==> src/rtl/r4_pkg.sv <==
// Shared types and helpers for the streaming radix-4 butterfly.
package r4_pkg;

  typedef enum logic [1:0] {
    IDLE = 2'd0,
    S1   = 2'd1,
    S2   = 2'd2,
    EMIT = 2'd3
  } state_e;

  // Bias added before the divide-by-4 so the shift rounds half up.
  localparam int unsigned RND_BIAS = 2;

  function automatic int unsigned ow_of(input int unsigned dw, input int unsigned scale);
    return (scale != 0) ? dw : dw + 2;
  endfunction

endpackage

==> src/rtl/r4_bfly_stream_if.sv <==
// Block-in / serial-out stream bundle of the radix-4 butterfly.
interface r4_bfly_stream_if
  import r4_pkg::*;
#(
  parameter int unsigned DW    = 8,
  parameter int unsigned SCALE = 0
);

  localparam int unsigned OW = ow_of(DW, SCALE);

  logic                 in_valid;
  logic                 in_ready;
  logic [4*DW-1:0]      in_re;
  logic [4*DW-1:0]      in_im;
  logic                 inv;
  logic                 out_valid;
  logic                 out_ready;
  logic signed [OW-1:0] out_re;
  logic signed [OW-1:0] out_im;
  logic [1:0]           out_idx;
  logic                 out_last;

  modport master (
    output in_valid, in_re, in_im, inv, out_ready,
    input  in_ready, out_valid, out_re, out_im, out_idx, out_last
  );

  modport slave (
    input  in_valid, in_re, in_im, inv, out_ready,
    output in_ready, out_valid, out_re, out_im, out_idx, out_last
  );

endinterface

==> src/rtl/r4_round_shift.sv <==
// Divide one stage-2 component by 4 with round-half-up and clamp to DW bits.
module r4_round_shift
  import r4_pkg::*;
#(
  parameter int unsigned IW = 10,
  parameter int unsigned DW = 8
) (
  input  logic signed [IW-1:0] v,
  output logic signed [DW-1:0] y_c
);

  localparam int unsigned SW = IW + 1;
  localparam logic signed [SW-1:0] MAXV = SW'((2 ** (DW - 1)) - 1);

  logic signed [SW-1:0] sum_c;
  logic signed [SW-1:0] shr_c;

  // Only the positive extreme can exceed DW bits after rounding.
  always_comb begin
    sum_c = SW'(v) + $signed(SW'(RND_BIAS));
    shr_c = sum_c >>> 2;
    y_c   = (shr_c > MAXV) ? DW'(MAXV) : DW'(shr_c);
  end

endmodule

==> src/rtl/r4_bfly_stream.sv <==
// Radix-4 butterfly: accepts four complex samples, two-stage pipeline,
// emits X[0..3] serially under backpressure.
module r4_bfly_stream
  import r4_pkg::*;
#(
  parameter int unsigned DW    = 8,
  parameter int unsigned SCALE = 0
) (
  input  logic            clk,
  input  logic            rst_n,
  r4_bfly_stream_if.slave bus
);

  localparam int unsigned OW  = ow_of(DW, SCALE);
  localparam int unsigned S1W = DW + 1;
  localparam int unsigned S2W = DW + 2;

  state_e state_q, state_d;

  logic                 in_ready_q,  in_ready_d;
  logic                 out_valid_q, out_valid_d;
  logic                 out_last_q,  out_last_d;
  logic [1:0]           out_idx_q,   out_idx_d;
  logic signed [OW-1:0] out_re_q,    out_re_d;
  logic signed [OW-1:0] out_im_q,    out_im_d;
  logic                 inv_q,       inv_d;

  logic signed [DW-1:0]  x_re_q  [4], x_re_d  [4];
  logic signed [DW-1:0]  x_im_q  [4], x_im_d  [4];
  logic signed [S1W-1:0] s1_re_q [4], s1_re_d [4];
  logic signed [S1W-1:0] s1_im_q [4], s1_im_d [4];
  logic signed [OW-1:0]  rb_re_q [4], rb_re_d [4];
  logic signed [OW-1:0]  rb_im_q [4], rb_im_d [4];

  logic signed [DW-1:0]  in_re_c  [4];
  logic signed [DW-1:0]  in_im_c  [4];
  logic signed [S1W-1:0] st1_re_c [4];
  logic signed [S1W-1:0] st1_im_c [4];
  logic signed [S2W-1:0] st2_re_c [4];
  logic signed [S2W-1:0] st2_im_c [4];
  logic signed [OW-1:0]  res_re_c [4];
  logic signed [OW-1:0]  res_im_c [4];
  logic [1:0]            idx_nx_c;

  always_comb begin
    for (int k = 0; k < 4; k++) begin
      in_re_c[k] = bus.in_re[k*DW +: DW];
      in_im_c[k] = bus.in_im[k*DW +: DW];
    end
  end

  // Stage 1 slots: 0 = a (x0+x2), 1 = b (x0-x2), 2 = c (x1+x3), 3 = d (x1-x3).
  always_comb begin
    st1_re_c[0] = S1W'(x_re_q[0]) + S1W'(x_re_q[2]);
    st1_im_c[0] = S1W'(x_im_q[0]) + S1W'(x_im_q[2]);
    st1_re_c[1] = S1W'(x_re_q[0]) - S1W'(x_re_q[2]);
    st1_im_c[1] = S1W'(x_im_q[0]) - S1W'(x_im_q[2]);
    st1_re_c[2] = S1W'(x_re_q[1]) + S1W'(x_re_q[3]);
    st1_im_c[2] = S1W'(x_im_q[1]) + S1W'(x_im_q[3]);
    st1_re_c[3] = S1W'(x_re_q[1]) - S1W'(x_re_q[3]);
    st1_im_c[3] = S1W'(x_im_q[1]) - S1W'(x_im_q[3]);
  end

  // Stage 2: b - j*d and b + j*d swap between X1 and X3 for the inverse.
  always_comb begin
    logic signed [S2W-1:0] p_re, p_im, m_re, m_im;
    p_re = S2W'(s1_re_q[1]) + S2W'(s1_im_q[3]);
    p_im = S2W'(s1_im_q[1]) - S2W'(s1_re_q[3]);
    m_re = S2W'(s1_re_q[1]) - S2W'(s1_im_q[3]);
    m_im = S2W'(s1_im_q[1]) + S2W'(s1_re_q[3]);
    st2_re_c[0] = S2W'(s1_re_q[0]) + S2W'(s1_re_q[2]);
    st2_im_c[0] = S2W'(s1_im_q[0]) + S2W'(s1_im_q[2]);
    st2_re_c[2] = S2W'(s1_re_q[0]) - S2W'(s1_re_q[2]);
    st2_im_c[2] = S2W'(s1_im_q[0]) - S2W'(s1_im_q[2]);
    st2_re_c[1] = inv_q ? m_re : p_re;
    st2_im_c[1] = inv_q ? m_im : p_im;
    st2_re_c[3] = inv_q ? p_re : m_re;
    st2_im_c[3] = inv_q ? p_im : m_im;
  end

  if (SCALE != 0) begin : g_scale
    for (genvar k = 0; k < 4; k++) begin : g_comp
      r4_round_shift #(.IW(S2W), .DW(DW)) u_rs_re (.v(st2_re_c[k]), .y_c(res_re_c[k]));
      r4_round_shift #(.IW(S2W), .DW(DW)) u_rs_im (.v(st2_im_c[k]), .y_c(res_im_c[k]));
    end
  end else begin : g_full
    always_comb begin
      for (int k = 0; k < 4; k++) begin
        res_re_c[k] = OW'(st2_re_c[k]);
        res_im_c[k] = OW'(st2_im_c[k]);
      end
    end
  end

  always_comb begin
    state_d     = state_q;
    in_ready_d  = in_ready_q;
    out_valid_d = out_valid_q;
    out_last_d  = out_last_q;
    out_idx_d   = out_idx_q;
    out_re_d    = out_re_q;
    out_im_d    = out_im_q;
    inv_d       = inv_q;
    x_re_d      = x_re_q;
    x_im_d      = x_im_q;
    s1_re_d     = s1_re_q;
    s1_im_d     = s1_im_q;
    rb_re_d     = rb_re_q;
    rb_im_d     = rb_im_q;
    idx_nx_c    = out_idx_q + 2'd1;

    case (state_q)
      IDLE: begin
        if (bus.in_valid && in_ready_q) begin
          x_re_d     = in_re_c;
          x_im_d     = in_im_c;
          inv_d      = bus.inv;
          in_ready_d = 1'b0;
          state_d    = S1;
        end
      end
      S1: begin
        s1_re_d = st1_re_c;
        s1_im_d = st1_im_c;
        state_d = S2;
      end
      S2: begin
        rb_re_d     = res_re_c;
        rb_im_d     = res_im_c;
        out_valid_d = 1'b1;
        out_idx_d   = 2'd0;
        out_last_d  = 1'b0;
        out_re_d    = res_re_c[0];
        out_im_d    = res_im_c[0];
        state_d     = EMIT;
      end
      EMIT: begin
        // Output register advances only on a completed transfer.
        if (out_valid_q && bus.out_ready) begin
          if (out_idx_q == 2'd3) begin
            out_valid_d = 1'b0;
            out_last_d  = 1'b0;
            out_idx_d   = 2'd0;
            in_ready_d  = 1'b1;
            state_d     = IDLE;
          end else begin
            out_idx_d  = idx_nx_c;
            out_last_d = (idx_nx_c == 2'd3);
            out_re_d   = rb_re_q[idx_nx_c];
            out_im_d   = rb_im_q[idx_nx_c];
          end
        end
      end
      default: state_d = IDLE;
    endcase
  end

  always_ff @(posedge clk or negedge rst_n) begin
    if (!rst_n) begin
      state_q     <= IDLE;
      in_ready_q  <= 1'b1;
      out_valid_q <= 1'b0;
      out_last_q  <= 1'b0;
      out_idx_q   <= 2'd0;
      out_re_q    <= '0;
      out_im_q    <= '0;
      inv_q       <= 1'b0;
      x_re_q      <= '{default: '0};
      x_im_q      <= '{default: '0};
      s1_re_q     <= '{default: '0};
      s1_im_q     <= '{default: '0};
      rb_re_q     <= '{default: '0};
      rb_im_q     <= '{default: '0};
    end else begin
      state_q     <= state_d;
      in_ready_q  <= in_ready_d;
      out_valid_q <= out_valid_d;
      out_last_q  <= out_last_d;
      out_idx_q   <= out_idx_d;
      out_re_q    <= out_re_d;
      out_im_q    <= out_im_d;
      inv_q       <= inv_d;
      x_re_q      <= x_re_d;
      x_im_q      <= x_im_d;
      s1_re_q     <= s1_re_d;
      s1_im_q     <= s1_im_d;
      rb_re_q     <= rb_re_d;
      rb_im_q     <= rb_im_d;
    end
  end

  assign bus.in_ready  = in_ready_q;
  assign bus.out_valid = out_valid_q;
  assign bus.out_last  = out_last_q;
  assign bus.out_idx   = out_idx_q;
  assign bus.out_re    = out_re_q;
  assign bus.out_im    = out_im_q;

endmodule
==> src/flat_wrapper.sv <==
// flat-port wrapper written by rule: the top's interface ports become plain ports
module r4_bfly_stream_flat import r4_pkg::*;
#(
  parameter int unsigned DW    = 8,
  parameter int unsigned SCALE = 0
)
  (clk, rst_n, bus_in_valid, bus_in_re, bus_in_im, bus_inv, bus_out_ready, bus_in_ready, bus_out_valid, bus_out_re, bus_out_im, bus_out_idx, bus_out_last);
  r4_bfly_stream_if #(.DW(DW), .SCALE(SCALE)) bus_i ();
  input  logic clk;
  input  logic rst_n;
  input wire logic [$bits(bus_i.in_valid)-1:0] bus_in_valid;
  input wire logic [$bits(bus_i.in_re)-1:0] bus_in_re;
  input wire logic [$bits(bus_i.in_im)-1:0] bus_in_im;
  input wire logic [$bits(bus_i.inv)-1:0] bus_inv;
  input wire logic [$bits(bus_i.out_ready)-1:0] bus_out_ready;
  output wire logic [$bits(bus_i.in_ready)-1:0] bus_in_ready;
  output wire logic [$bits(bus_i.out_valid)-1:0] bus_out_valid;
  output wire logic [$bits(bus_i.out_re)-1:0] bus_out_re;
  output wire logic [$bits(bus_i.out_im)-1:0] bus_out_im;
  output wire logic [$bits(bus_i.out_idx)-1:0] bus_out_idx;
  output wire logic [$bits(bus_i.out_last)-1:0] bus_out_last;
  assign bus_i.in_valid = bus_in_valid;
  assign bus_i.in_re = bus_in_re;
  assign bus_i.in_im = bus_in_im;
  assign bus_i.inv = bus_inv;
  assign bus_i.out_ready = bus_out_ready;
  assign bus_in_ready = bus_i.in_ready;
  assign bus_out_valid = bus_i.out_valid;
  assign bus_out_re = bus_i.out_re;
  assign bus_out_im = bus_i.out_im;
  assign bus_out_idx = bus_i.out_idx;
  assign bus_out_last = bus_i.out_last;
  r4_bfly_stream #(.DW(DW), .SCALE(SCALE)) u_core (.clk(clk), .rst_n(rst_n), .bus(bus_i));
endmodule
==> config.mk <==
export PLATFORM = sky130hd
export DESIGN_NAME = r4_bfly_stream_flat
export DESIGN_NICKNAME = d
export VERILOG_FILES = /design/src/rtl/r4_pkg.sv /design/src/rtl/r4_bfly_stream_if.sv /design/src/rtl/r4_round_shift.sv /design/src/rtl/r4_bfly_stream.sv /design/src/flat_wrapper.sv
export SDC_FILE = /design/constraint.sdc
export NUM_CORES = 1
export LEC_CHECK = 0
export CAP_MARGIN = 30
export CORE_MARGIN = 2
export CORE_UTILIZATION = 48
export DETAILED_ROUTE_END_ITERATION = 7
export GPL_ROUTABILITY_DRIVEN = 0
export GPL_TIMING_DRIVEN = 0
export PLACE_DENSITY = 0.67
export SYNTH_ARGS = -nofsm -noshare
export SYNTH_HDL_FRONTEND = slang
export SYNTH_SLANG_ARGS = --single-unit
==> constraint.sdc <==
create_clock -name clk -period 3.2 [get_ports clk]
set_input_delay 0.64 -clock clk [delete_from_list [all_inputs] [get_ports clk]]
set_output_delay 0.64 -clock clk [all_outputs]
set_load 0.005 [all_outputs]
# == After elaboration in Yosys (flattened, before gate mapping) ==
# Index checks and enable logic that the tools add are counted.
# op_classes
n_lt_le_gt_ge,1
muxes,33
eq_ne,9
bitwise,1
add_sub_neg,17
reduce_logical,11
# ops
cell,n
10-bit 2-to-1 mux,12
9-bit by 9-bit adder with 10-bit output,4
10-bit binary-select mux with 2-bit select,2
10-bit one-hot mux with 2 select lines,2
9-bit by 9-bit subtractor with 10-bit output,4
8-bit by 8-bit adder with 9-bit output,4
8-bit by 8-bit subtractor with 9-bit output,4
2-bit 2-to-1 mux,5
3-bit AND reduction,3
2-bit equality test (second input constant),4
2-bit one-hot mux with 4 select lines,1
1-bit 2-to-1 mux,7
2-bit by 1-bit inequality test with 1-bit output (second input constant),3
1-bit one-hot mux with 2 select lines,3
2-bit one-hot mux with 2 select lines,1
2-bit AND reduction,2
4-bit AND reduction,1
2-bit nonzero test,2
3-bit greater-or-equal comparator (second input constant),1
2-bit inverter with 3-bit output,1
2-bit by 1-bit adder with 2-bit output (second input constant),1
2-bit by 1-bit equality test with 1-bit output (second input constant),1
1-bit logical AND,2
2-bit logical NOT,1
2-bit inequality test (second input constant),1
# word_totals
word_cells,104
output_inout_bits,25
regBits,244

# == Logic depth before layout (Yosys ltp) ==
# Gate-level depths: netlist of the first run.
# logic_depth
ltp_word,8
ltp_mapped,10

# == Least setup slack after synthesis of the first run ==
# No wires, ideal clock.
# synth_timing
kind,register to register
startpoint,"register u_core.out_idx_q[0], in the netlist u_core.bus.out_idx[0]"
endpoint,"register u_core.out_im_q[8], in the netlist u_core.bus.out_im[8]"
synth_period_minus_slack_ns,2.596
n_path_buf,4
setup_slack_ns,0.604
stages_incl_launch_ff,10
t_required_ns,3.073
t_arrival_ns,2.468
path_cell_list,dfrtp_1 clkbuf_1 buf_2 inv_1 ha_1 clkbuf_1 buf_1 mux4_2 a22oi_1 nand3_1
# synth_between
elab_chain_len,8
# synth_rtl
element,line,rtl
from (decl),r4_bfly_stream.sv:23,"logic [1:0] out_idx_q, out_idx_d;"
from (signal assigned),r4_bfly_stream.sv:179,out_idx_q <= out_idx_d;
2-bit by 1-bit adder with 2-bit output,r4_bfly_stream.sv:110,idx_nx_c = out_idx_q + 2'd1;
2-bit inverter with 3-bit output (not written as such),r4_bfly_stream.sv:150,out_im_d = rb_im_q[idx_nx_c];
10-bit binary-select mux with 2-bit select,r4_bfly_stream.sv:150,
10-bit 2-to-1 mux (not written as such) (2 in series),r4_bfly_stream.sv:150,
10-bit 2-to-1 mux,r4_bfly_stream.sv:140,if (out_idx_q == 2'd3) begin
10-bit 2-to-1 mux,r4_bfly_stream.sv:139,if (out_valid_q && bus.out_ready) begin
10-bit one-hot mux with 2 select lines,r4_bfly_stream.sv:112,case (state_q)
to (signal assigned),r4_bfly_stream.sv:181,out_im_q <= out_im_d;
to (decl),r4_bfly_stream.sv:25,"logic signed [OW-1:0] out_im_q, out_im_d;"
# Several ways; a longest one is shown, not always the timed one. The select of a mux whose other input is x is not followed.
# A chain may end at the register's enable or synchronous reset.

# == Final worst setup path of the first run ==
# layout_timing
startpoint,register u_core.state_q[0]
endpoint,register u_core.rb_im_q[15] (netlist name)
# layout_between
elab_chain_len,1
# layout_rtl
element,line,rtl
from (decl),r4_bfly_stream.sv:18,"state_e state_q, state_d;"
from (signal assigned),r4_bfly_stream.sv:175,state_q <= state_d;
2-bit equality test,r4_bfly_stream.sv:112,
to (signal assigned),r4_bfly_stream.sv:188,rb_im_q <= rb_im_d;
to (decl),r4_bfly_stream.sv:33,"logic signed [OW-1:0] rb_im_q [4], rb_im_d [4];"
# Every way passes these cells.

==> parameters.txt, run 1 <==
Parameter                              Value

Clocking
  Register clock-pin slew on the reported worst setup and hold paths ... 0.06 ns
  Hold buffers post-CTS ... 0
  Number of buffers inserted by post-CTS setup repair ... 0
  Number of gates resized after CTS ... 1
  Number of buffers inserted during clock tree synthesis ... 28
  Sinks on Clock Net ... 236
  CTS H-tree depth ... 1
  Worst-skew pair later-pin latency ... 0.55 ns
  Deepest clock path buffer count ... 3
  TritonCTS clock tree ... done
  Clk root buf ... clkbuf_16

Drt
  Vias per std cell ... 5.69
  WL per Instance ... 19.3 µm
  Number of iterations in the first detailed-routing pass ... 5
  Via count ... 12.0k
  Post-detailed-routing wire length ... 40900 µm
  DRC violation count after routing ... 0
  1st-iter DRT viols ... 1113
  Post-route ant nets ... 0

Worst setup path
  Worst Path Max Fanout ... 10
  Sort of element at the end of the critical path ... flip-flop
  Critical path class ... reg2reg
  Critical R2R Launch ... u_core.state_q[0]
  Slowest-stage cell, CP ... clkbuf_1
  Critical Path, Cell by Cell ... inv_1 -> ha_1 -> clkbuf_1 -> inv_1 -> clkbuf_1 -> clkbuf_1 -> clkbuf_2 -> nand2_1 -> o31ai_1
  Crit path top cell by count ... clkbuf_1
  Launching element of the worst setup path ... u_core.state_q[0]
  Data required time at the worst endpoint ... about 3.7 ns
  Nature of the critical path startpoint ... flip-flop
  Arrival time of data at the critical path endpoint ... 3.57 ns
  Reg2Reg Setup Slack ... 0.08 ns
  Delay of the slowest cell on the worst path ... ~0.6 ns

Global route
  Total global routing track utilization ... 0.250
  Leftover overflow at the end of global routing ... 0
  Global-route wire length before repair ... 65300 µm
  Largest net degree at the start of global routing ... 99
  Via count of the first global-routing pass ... 11.8k
  Number of antenna violations at the first check in global routing ... 0

Synthesis
  Top post-synthesis cells by area ... dfrtp_1 39%, ha_1 12%, mux2_2 7.0%, inv_1 3.5%, a21oi_1 3.3%
  Number of warnings issued by yosys ... 0
  Number of distinct library cells after synthesis ... 62
  Post-Synthesis Cell Area ... between 15000 and 20000 µm²
  Synthesized instance count ... 1568
  Primary flip-flop cell chosen by synthesis mapping ... dfrtp_1
  Net count after synthesis ... 1795
  Number of storage elements in the synthesis netlist ... between 200 and 250
  Share of flip-flops with an asynchronous set or reset after synthesis ... 1.00
  Share of Yosys cell area claimed by the top area cell type ... 0.386
  Count of flip-flops with a built-in enable after synthesis ... 0
  Post-synthesis sequential area ratio ... 0.387
  Synthesized area divided by synthesized cell count ... 9.72 µm²
  Library cell occupying the most area in the post-synthesis netlist ... dfrtp_1

Timing
  Worst setup margin ... about 0.084 ns
  Maximum clock frequency ... 0.321 GHz
  RSZ-0062 raised after global routing ... false
  Total of endpoints with negative setup slack in the final report ... 0
  Worst Clk Skew ... 0.0112 ns
  Pins over their slew limit ... 0
  Final min period ... 3.12 ns
  Hold Fails Final Rpt ... 1
  Ratio of final minimum period to clock period ... 0.974
  Slew at the pin closest to its max-slew limit ... 0.900 ns
  Final hold slack ... -0.00207 ns
  Slew margin rel. ... 0.400

Finish
  Area taken by flip-flops and latches ... ~5900 µm²
  Total area of multi-input combinational cells ... 8520 µm²
  Antenna diode count ... 0
  Final #Nets ... 1919
  Fillcell total ... 2751
  Growth of design area from synthesis to finish ... 16.8%
  Most frequent standard cell in the layout excluding fill and tap cells ... dfrtp_1
  Share of final-layout standard cells stronger than drive strength 1 ... 0.107
  Highest-count cells in the layout ignoring fill and taps ... 235 x dfrtp_1, 144 x inv_1, 141 x ha_1, 133 x nor2_1, 101 x a21oi_1

Floorplanning
  Starting utilization of the core area ... 0.486
  Area of the die ... 33200 µm²
  Number of top-level design ports ... 94
  Die Width ... 182 µm
  Std cell rows ... 65
  CORE AREA ... 31400 µm²
  Die Y-Extent ... 182 µm

Min path
  Min-Delay Path Class ... in2async

Job
  Count of maximum capacitance violations ... 0

Outcome
  Outcome ... finished, violations left
  Violated checks ... hold timing

Placed design
  Buffers on Ports ... 93
  Detailed placer's ending HPWL ... 31400 µm
  Worst-case setup slack after placement ... -0.299 ns
==> metal layers <==
metal	vias to the layer above	track usage	part of all wire
met5	-	0	0
met4	0	0.0752	0.030
met3	78	0.0365	0.064
met2	390	0.399	0.45
met1	5807	0.353	0.46
li1	5769	-	-
==> final timing paths <==
check,end,cells past startpoint
setup / recovery,u_core.rb_im_q[15],9
hold / removal,u_core.x_im_q[28],1
setup reg to reg,u_core.rb_im_q[15],9
hold reg to reg,u_core.bus.out_re[2],2
max in group asynchronous,u_core.bus.in_ready,2
min in group clk,u_core.bus.out_re[2],2
==> sequential cells by signal, summed over array words and instances (netlist names) <==
signal and flops:
u_core.s1_im_q 34, u_core.s1_re_q 34, u_core.inv_q 1, u_core.bus.out_valid 1
u_core.rb_re_q 38, u_core.bus.out_im 10, u_core.bus.out_idx 2, u_core.x_re_q 32
u_core.bus.out_last 1, u_core.x_im_q 32, u_core.state_q 2, u_core.rb_im_q 38
u_core.bus.out_re 10, u_core.bus.in_ready 1
==> cells in the mapped netlist (5+ instances only) <==
| cell type | count |
|---|---|
| a211o_1 | 5 |
| a211oi_1 | 10 |
| a21boi_0 | 7 |
| a21o_1 | 16 |
| a21oi_1 | 101 |
| a22oi_1 | 16 |
| a31oi_1 | 28 |
| buf_1 | 8 |
| buf_2 | 6 |
| clkbuf_1 | 56 |
| dfrtp_1 | 235 |
| fa_1 | 16 |
| ha_1 | 142 |
| inv_1 | 144 |
| mux2_2 | 95 |
| mux2i_1 | 28 |
| mux4_2 | 18 |
| nand2_1 | 91 |
| nand2b_1 | 21 |
| nand3_1 | 23 |
| nor2_1 | 133 |
| nor2b_1 | 21 |
| nor3_1 | 50 |
| nor4_1 | 9 |
| o21a_1 | 19 |
| o21ai_0 | 82 |
| o21bai_1 | 15 |
| o221ai_1 | 7 |
| o22ai_1 | 10 |
| o2bb2ai_1 | 6 |
| o31ai_1 | 24 |
| or3_1 | 23 |
| xnor2_1 | 38 |
| xor2_1 | 14 |
==> final cells by class <==
class,instances,share of cell area
Timing Repair Buffer,95,0.0557
Tap cell,402,0.0283
Multi-Input combinational cell,1117,0.479
Sequential cell,236,0.332
Clock buffer,36,0.0462
Buffer,70,0.0157
Clock inverter,15,0.0134
Inverter,144,0.0304
==> cell families after synthesis <==
kind of cell	after synthesis	synth area share
AO/OA/AOI/OAI	378	0.159
XOR/XNOR	52	0.0299
adder cells (fa/ha/maj)	158	0.138
buffers and inverters	215	0.0539
flip-flops	236	0.387
multiplexers	141	0.115
AND/OR/NAND/NOR	388	0.118
==> critical path, delay by kind of cell, from the launching register on <==
kind	cells	cell delay (ns)
AND/OR/NAND/NOR	1	0.09
adder cells (fa/ha/maj)	1	0.19
buffers and inverters	6	2.27
flip-flops	1	0.39
AO/OA/AOI/OAI	1	0.08
==> stage by stage <==
stage	area (µm²)	instances	utilization	hold WS (ns)	TNS, ns
2_1_floorplan	15200	1568	-	0.344	0
3_3_place_gp	16700	2063	0.531	0.460	-2042.52
3_5_place_dp	16700	2065	0.533	0.468	-2.36
4_1_cts	17800	2115	0.567	0.0000423	0
5_1_grt	17800	2115	0.567	0.0265	0
6_report	17800	2115	0.567	-0.00207	0
Power of run 1 is not shown: default switching activity piles up to over one toggle a cycle in this logic, so the estimate is an artifact.
==> run 2: changes to the inputs <==
--- a/config.mk
+++ b/config.mk
@@ -7,11 +7,12 @@
 export LEC_CHECK = 0
 export CAP_MARGIN = 30
 export CORE_MARGIN = 2
-export CORE_UTILIZATION = 48
+export CORE_UTILIZATION = 60
 export DETAILED_ROUTE_END_ITERATION = 7
 export GPL_ROUTABILITY_DRIVEN = 0
 export GPL_TIMING_DRIVEN = 0
-export PLACE_DENSITY = 0.67
+export PLACE_DENSITY = 0.8
+export SETUP_SLACK_MARGIN = 0.1
 export SYNTH_ARGS = -nofsm -noshare
 export SYNTH_HDL_FRONTEND = slang
 export SYNTH_SLANG_ARGS = --single-unit
==> run 2 against run 1 <==
Effect of this change:
- the run now ends clean
- global-route usage grew 6.3 points
- hold slack gained 0.16 ns
- sequential share of layout area grew 0.44 points
- die area shrank 20%
- via count grew 3.6%
- register-to-register slack gained 0.18 ns
- flip-flop and latch count is the same
- core utilization grew 13 points
==> parameters.txt, run 2 (synthesis gave the netlist of run 1 again) <==
Parameter                              Value

Outcome
  Outcome ... complete, no violations

Timing
  Slew at the pin closest to its max-slew limit ... 0.879 ns (-0.0210 ns)
  Final min period ... 2.94 ns (-0.178 ns)
  Ratio of final minimum period to clock period ... 0.918 (-0.0558)
  RSZ-0062 raised after global routing ... false
  Maximum clock frequency ... 0.340 GHz (+6.1%)
  Total of endpoints with negative setup slack in the final report ... 0 (unchanged)
  Hold Fails Final Rpt ... 0 (-1)
  Final setup TNS ... 0 ns (unchanged)
  Slew margin rel. ... 0.414 (+0.0140)
  Pins over their slew limit ... 0 (unchanged)
  Worst Clk Skew ... 0.0210 ns (+0.00977 ns)

Floorplanning
  Starting utilization of the core area ... 0.609 (+0.123)
  Std cell rows ... 58 (-11%)
  Area of the die ... 26700 µm² (-20%)
  Number of top-level design ports ... 94 (unchanged)
  Die Width ... 163 µm (-10%)
  Die Y-Extent ... 163 µm (-10%)
  CORE AREA ... 25000 µm² (-20%)

Finish
  Largest regs ... u_core.rb_im_q (38), u_core.rb_re_q (38)
  Final Cell Area ... 17600 µm² (-1.3%)
  Share of final-layout standard cells stronger than drive strength 1 ... 0.104 (-0.00320)
  Post-Route Utilization ... 0.702 (+0.135)
  Antenna diode count ... 0 (unchanged)
  Highest-count cells in the layout ignoring fill and taps ... 235 x dfrtp_1, 144 x inv_1, 141 x ha_1, 133 x nor2_1, 101 x a21oi_1
  Final #Nets ... 1916 (-0.16%)
  Most frequent standard cell in the layout excluding fill and tap cells ... dfrtp_1
  Growth of design area from synthesis to finish ... 15.2%

Worst setup path
  Critical path class ... reg2reg
  Crit path top cell by count ... buf_2
  Nature of the critical path startpoint ... flip-flop
  Worst reg-to-reg path cell count ... 8 (-1)
  Destination of the worst register-to-register timing path ... u_core.bus.out_re[8]
  Sort of element at the end of the critical path ... flip-flop
  Delay of the slowest cell on the worst path ... 0.53 ns (-0.07 ns)
  Arrival time of data at the critical path endpoint ... 3.37 ns (-0.20 ns)
  Worst Path Max Fanout ... 10 (unchanged)
  Slowest-stage cell, CP ... ha_2
  Critical Path, Cell by Cell ... clkbuf_1 -> buf_2 -> inv_1 -> ha_2 -> buf_2 -> mux4_2 -> a22oi_1 -> nand3_1
  Reg2Reg Setup Slack ... 0.26 ns (+0.18 ns)
  Critical R2R Launch ... u_core.bus.out_idx[0]
  Data required time at the worst endpoint ... 3.63 ns (-0.02 ns)

Clocking
  Deepest clock path buffer count ... 3 (unchanged)
  Sinks on Clock Net ... 236 (unchanged)
  Worst-skew pair later-pin latency ... 0.55 ns (about the same)
  Number of buffers inserted by post-CTS setup repair ... 0 (unchanged)
  TritonCTS clock tree ... done
  Clk root buf ... clkbuf_16
  Number of buffers inserted during clock tree synthesis ... 26 (-7.1%)
  Register clock-pin slew on the reported worst setup and hold paths ... 0.07 ns (about the same)
  CTS H-tree depth ... 1 (unchanged)

Placed design
  Detailed placer's ending HPWL ... 30900 µm (-1.6%)
  Buffers on Ports ... 93 (unchanged)
  Total cell area at the placement stage ... 16600 µm² (-0.70%)

Drt
  Vias per std cell ... 6.12 (+7.5%)
  WL per Instance ... 20.1 µm (+4.1%)
  Post-route ant nets ... 0 (unchanged)
  Number of iterations in the first detailed-routing pass ... 6 (+1)
  1st-iter DRT viols ... 1176 (+5.7%)
  DRC violation count after routing ... 0 (unchanged)
  Post-detailed-routing wire length ... 41000 µm (+0.27%)
  Via count ... 12.5k (+3.6%)

Global route
  Largest net degree at the start of global routing ... 124 (+25%)
  Via count of the first global-routing pass ... 12.2k (+3.4%)
  Global-route wire length before repair ... 65100 µm (-0.36%)
  Number of antenna violations at the first check in global routing ... 0 (unchanged)
  Leftover overflow at the end of global routing ... 0 (unchanged)
  Total global routing track utilization ... 0.312 (+0.0626)

Min path
  Min-Delay Path Class ... in2async

Job
  Count of maximum capacitance violations ... 0 (unchanged)
[run 2: cell types whose count changed in the layout (fill, tap and decap cells not counted), sizes merged]
cell      before  now
bufinv         6    4
clkbuf        92   91
clkinv         7    2
clkinvlp       1    5
inv          145  144
[run 2: worst max path at each step]
stage | from | endpoint | slack [ns] | cells past startpoint
4_1_cts | u_core.bus.out_idx[0] | u_core.bus.out_re[8] | 0.15 | 8
3_3_place_gp | rst_n | u_core.rb_re_q[18] | -8.33 | 1
5_1_grt | u_core.bus.out_idx[0] | u_core.bus.out_im[5] | 0.10 | 8
2_1_floorplan | u_core.bus.out_idx[0] | u_core.bus.out_im[8] | 0.60 | 9
3_5_place_dp | u_core.bus.out_idx[0] | u_core.bus.out_im[6] | -0.31 | 9
6_report | u_core.bus.out_idx[0] | u_core.bus.out_re[8] | 0.26 | 8
[run 2: critical path: cells and delay by family (launching register included)]
kind,cells,cell delay (ns)
compound gates,1,0.16
fa+ha+maj,1,0.53
buf+inv,4,1.27
flops,1,0.37
mux,1,0.36
simple gates,1,0.10
[run 2: per-stage QoR]
step                      cells  hold slack, ns  setup slack [ns]
final                      2038           0.155             0.263
after detailed placement   1992           0.465            -0.314
after global placement     1991           0.460             -8.33
after global routing       2038           0.221             0.104
after floorplan            1568           0.344             0.604
after CTS                  2038           0.197             0.154
[run 2: cell type report]
type,instances,area (µm²)
clock buffers,36,769
repair buffers,94,963
multi-input cells,1117,8530
fillers,1892,7470
well taps,330,413
clock inverters,11,168
inverters,144,541
flip-flops and latches,236,5910
plain buffers,70,282
[run 2: what timing repair did]
action / CTS / global route
setup endpoints to repair: 20 / 21
pin swaps: 0 / 0
hold buffers: 0 / 0
resized for setup: 2 / 4
endpoints found under the hold margin: 0 / 0
[run 2: metal layers]
layer	GRT usage	vias up	wire length, µm
met1	0.429	6019	17100
met3	0.0429	126	3300
met4	0.146	0	2000
met2	0.493	589	18600
met5	0	-	0
li1	-	5741	-
Power of run 2 is left out for the same reason.
==> run 3: changes to the inputs <==
--- a/config.mk
+++ b/config.mk
@@ -5,13 +5,12 @@
 export SDC_FILE = /design/constraint.sdc
 export NUM_CORES = 1
 export LEC_CHECK = 0
-export CAP_MARGIN = 30
 export CORE_MARGIN = 2
 export CORE_UTILIZATION = 60
 export DETAILED_ROUTE_END_ITERATION = 7
 export GPL_ROUTABILITY_DRIVEN = 0
 export GPL_TIMING_DRIVEN = 0
-export PLACE_DENSITY = 0.8
+export PLACE_DENSITY_LB_ADDON = 0.08
 export SETUP_SLACK_MARGIN = 0.1
 export SYNTH_ARGS = -nofsm -noshare
 export SYNTH_HDL_FRONTEND = slang
==> run 3 against run 2 <==
Effect of this change:
- flip-flop and latch count is the same
- sequential share of layout area shrank 0.091 points
- cell count grew 0.20%
- die area is the same
- global-route usage shrank 0.30 points
- via count shrank 1.4%
- highest routed layer unchanged
==> parameters.txt, run 3 (synthesis gave the netlist of run 1 again) <==
Parameter                              Value

Finish
  Antenna diode count ... 0 (unchanged)
  Number of non-filler instances in the completed layout ... 2042 (+0.20%)
  Share of final-layout standard cells stronger than drive strength 1 ... 0.105 (+0.000925)
  Final Cell Area ... 17600 µm² (+0.27%)
  Final #Nets ... 1919 (+0.16%)
  Growth of design area from synthesis to finish ... 15.5%
  Fillcell total ... 1989 (+5.1%)
  Largest regs ... u_core.rb_im_q (38), u_core.rb_re_q (38)
  Highest-count cells in the layout ignoring fill and taps ... 235 x dfrtp_1, 144 x inv_1, 141 x ha_1, 133 x nor2_1, 101 x a21oi_1
  Most frequent standard cell in the layout excluding fill and tap cells ... dfrtp_1

Clocking
  Worst-skew pair later-pin latency ... 0.56 ns (about the same)
  CTS H-tree depth ... 1 (unchanged)
  Register clock-pin slew on the reported worst setup and hold paths ... 0.06 ns (about the same)
  Number of buffers inserted during clock tree synthesis ... 27 (+3.8%)
  Sinks on Clock Net ... 236 (unchanged)
  Number of buffers inserted by post-CTS setup repair ... 0 (unchanged)
  TritonCTS clock tree ... done
  Deepest clock path buffer count ... 3 (unchanged)
  Clk root buf ... clkbuf_16

Worst setup path
  Data required time at the worst endpoint ... 3.62 ns (about the same)
  Arrival time of data at the critical path endpoint ... 3.32 ns (-0.05 ns)
  Sort of element at the end of the critical path ... flip-flop
  Critical Path, Cell by Cell ... clkbuf_1 -> buf_2 -> inv_1 -> ha_2 -> buf_2 -> mux4_2 -> a22oi_1 -> nand3_1
  Critical path class ... reg2reg
  Crit path top cell by count ... buf_2
  Nature of the critical path startpoint ... flip-flop
  Worst Path Max Fanout ... 10 (unchanged)
  Slowest-stage cell, CP ... ha_2
  Delay of the slowest cell on the worst path ... 0.54 ns (about the same)

Timing
  Maximum clock frequency ... 0.345 GHz (+1.4%)
  Final hold slack ... 0.475 ns (+0.321 ns)
  Slew margin rel. ... 0.368 (-0.0460)
  Hold Fails Final Rpt ... 0 (unchanged)
  Worst Clk Skew ... 0.0261 ns (+0.00508 ns)
  Total of endpoints with negative setup slack in the final report ... 0 (unchanged)
  Pins over their slew limit ... 0 (unchanged)
  Slew at the pin closest to its max-slew limit ... 0.940 ns (+0.0617 ns)
  RSZ-0062 raised after global routing ... false
  Ratio of final minimum period to clock period ... 0.906 (-0.0123)
  Final min period ... 2.90 ns (-0.0392 ns)

Drt
  Post-detailed-routing wire length ... 40500 µm (-1.2%)
  WL per Instance ... 19.8 µm (-1.4%)
  Number of iterations in the first detailed-routing pass ... 6 (unchanged)
  DRC violation count after routing ... 0 (unchanged)
  Post-route ant nets ... 0 (unchanged)
  Vias per std cell ... 6.03 (-1.5%)
  Via count ... 12.3k (-1.4%)
  1st-iter DRT viols ... 1004 (-15%)

Floorplanning
  Number of top-level design ports ... 94 (unchanged)
  Die Y-Extent ... 163 µm (unchanged)
  Area of the die ... 26700 µm² (unchanged)
  Die Width ... 163 µm (unchanged)
  Std cell rows ... 58 (unchanged)
  CORE AREA ... 25000 µm² (unchanged)
  Starting utilization of the core area ... 0.609 (unchanged)

Global route
  Leftover overflow at the end of global routing ... 0 (unchanged)
  Largest net degree at the start of global routing ... 109 (-12%)
  Global-route wire length before repair ... 64300 µm (-1.2%)
  Number of antenna violations at the first check in global routing ... 0 (unchanged)
  Via count of the first global-routing pass ... 11.7k (-4.0%)
  Total global routing track utilization ... 0.309 (-0.00304)

Job
  Count of maximum capacitance violations ... 0 (unchanged)

Placed design
  Buffers on Ports ... 93 (unchanged)
  Detailed placer's ending HPWL ... 30900 µm (about the same)
  Number of cells after detailed placement ... 1993 (+0.050%)
  Total cell area at the placement stage ... 16700 µm² (+0.17%)

Min path
  Min-Delay Path Class ... reg2reg

Outcome
  Outcome ... complete, no violations
run 3: cell types whose count changed in the layout (fill, tap and decap cells not counted), moves of 2 or more:
cell        change
clkbuf_8        -4
clkinv_2        +4
clkinvlp_4      -3
clkinv_4        +2
run 3: what timing repair did:
action                                  CTS  global route
endpoints found under the hold margin    34             0
gates resized for setup                   2             3
hold buffers                              1             0
endpoints found under the setup margin   17             8
pin swaps                                 0             0
run 3: metrics by stage:
step / setup TNS [ns] / utilization / setup WS, ns
CTS: 0 / 0.703 / 0.149
global placement: -1998.96 / 0.663 / -8.50
finish: 0 / 0.704 / 0.302
detailed placement: -2.57 / 0.665 / -0.315
floorplan: 0 / - / 0.604
global route: 0 / 0.704 / 0.172
run 3: metal layers:
metal | wire length, µm | track usage | vias up
met5 | 0 | 0 | -
met4 | 1330 | 0.107 | 0
met3 | 2800 | 0.0480 | 83
met2 | 18600 | 0.496 | 461
met1 | 17800 | 0.429 | 6010
li1 | - | - | 5752
run 3: critical path: cells and delay by family (launching register included):
kind | cells | cell delay, ns
buf+inv | 4 | 1.25
compound gates | 1 | 0.15
fa+ha+maj | 1 | 0.54
mux | 1 | 0.36
flops | 1 | 0.37
simple gates | 1 | 0.10
run 3: layout make-up:
cell class | count | area, µm² | share of cell area
well taps | 330 | 413 | 0.0234
repair buffers | 96 | 1000 | 0.0568
inverters | 144 | 541 | 0.0307
multi-input cells | 1117 | 8520 | 0.484
clock inverters | 17 | 238 | 0.0135
flip-flops and latches | 236 | 5910 | 0.335
plain buffers | 70 | 282 | 0.0160
clock buffers | 32 | 714 | 0.0406
run 3: path summary, 6_finish.rpt:
| check | cells after the start | from | slack [ns] | end |
|---|---|---|---|---|
| min | 2 | u_core.bus.out_re[1] | 0.48 | u_core.bus.out_re[1] |
| max in group asynchronous | 3 | rst_n | 1.79 | u_core.s1_re_q[28] |
| min reg2reg | 2 | u_core.bus.out_re[1] | 0.48 | u_core.bus.out_re[1] |
| max reg2reg | 8 | u_core.bus.out_idx[0] | 0.30 | u_core.bus.out_re[7] |
| max | 8 | u_core.bus.out_idx[0] | 0.30 | u_core.bus.out_re[7] |
| min in group asynchronous | 2 | rst_n | 0.57 | u_core.bus.out_im[1] |
Power of run 3 is left out for the same reason.
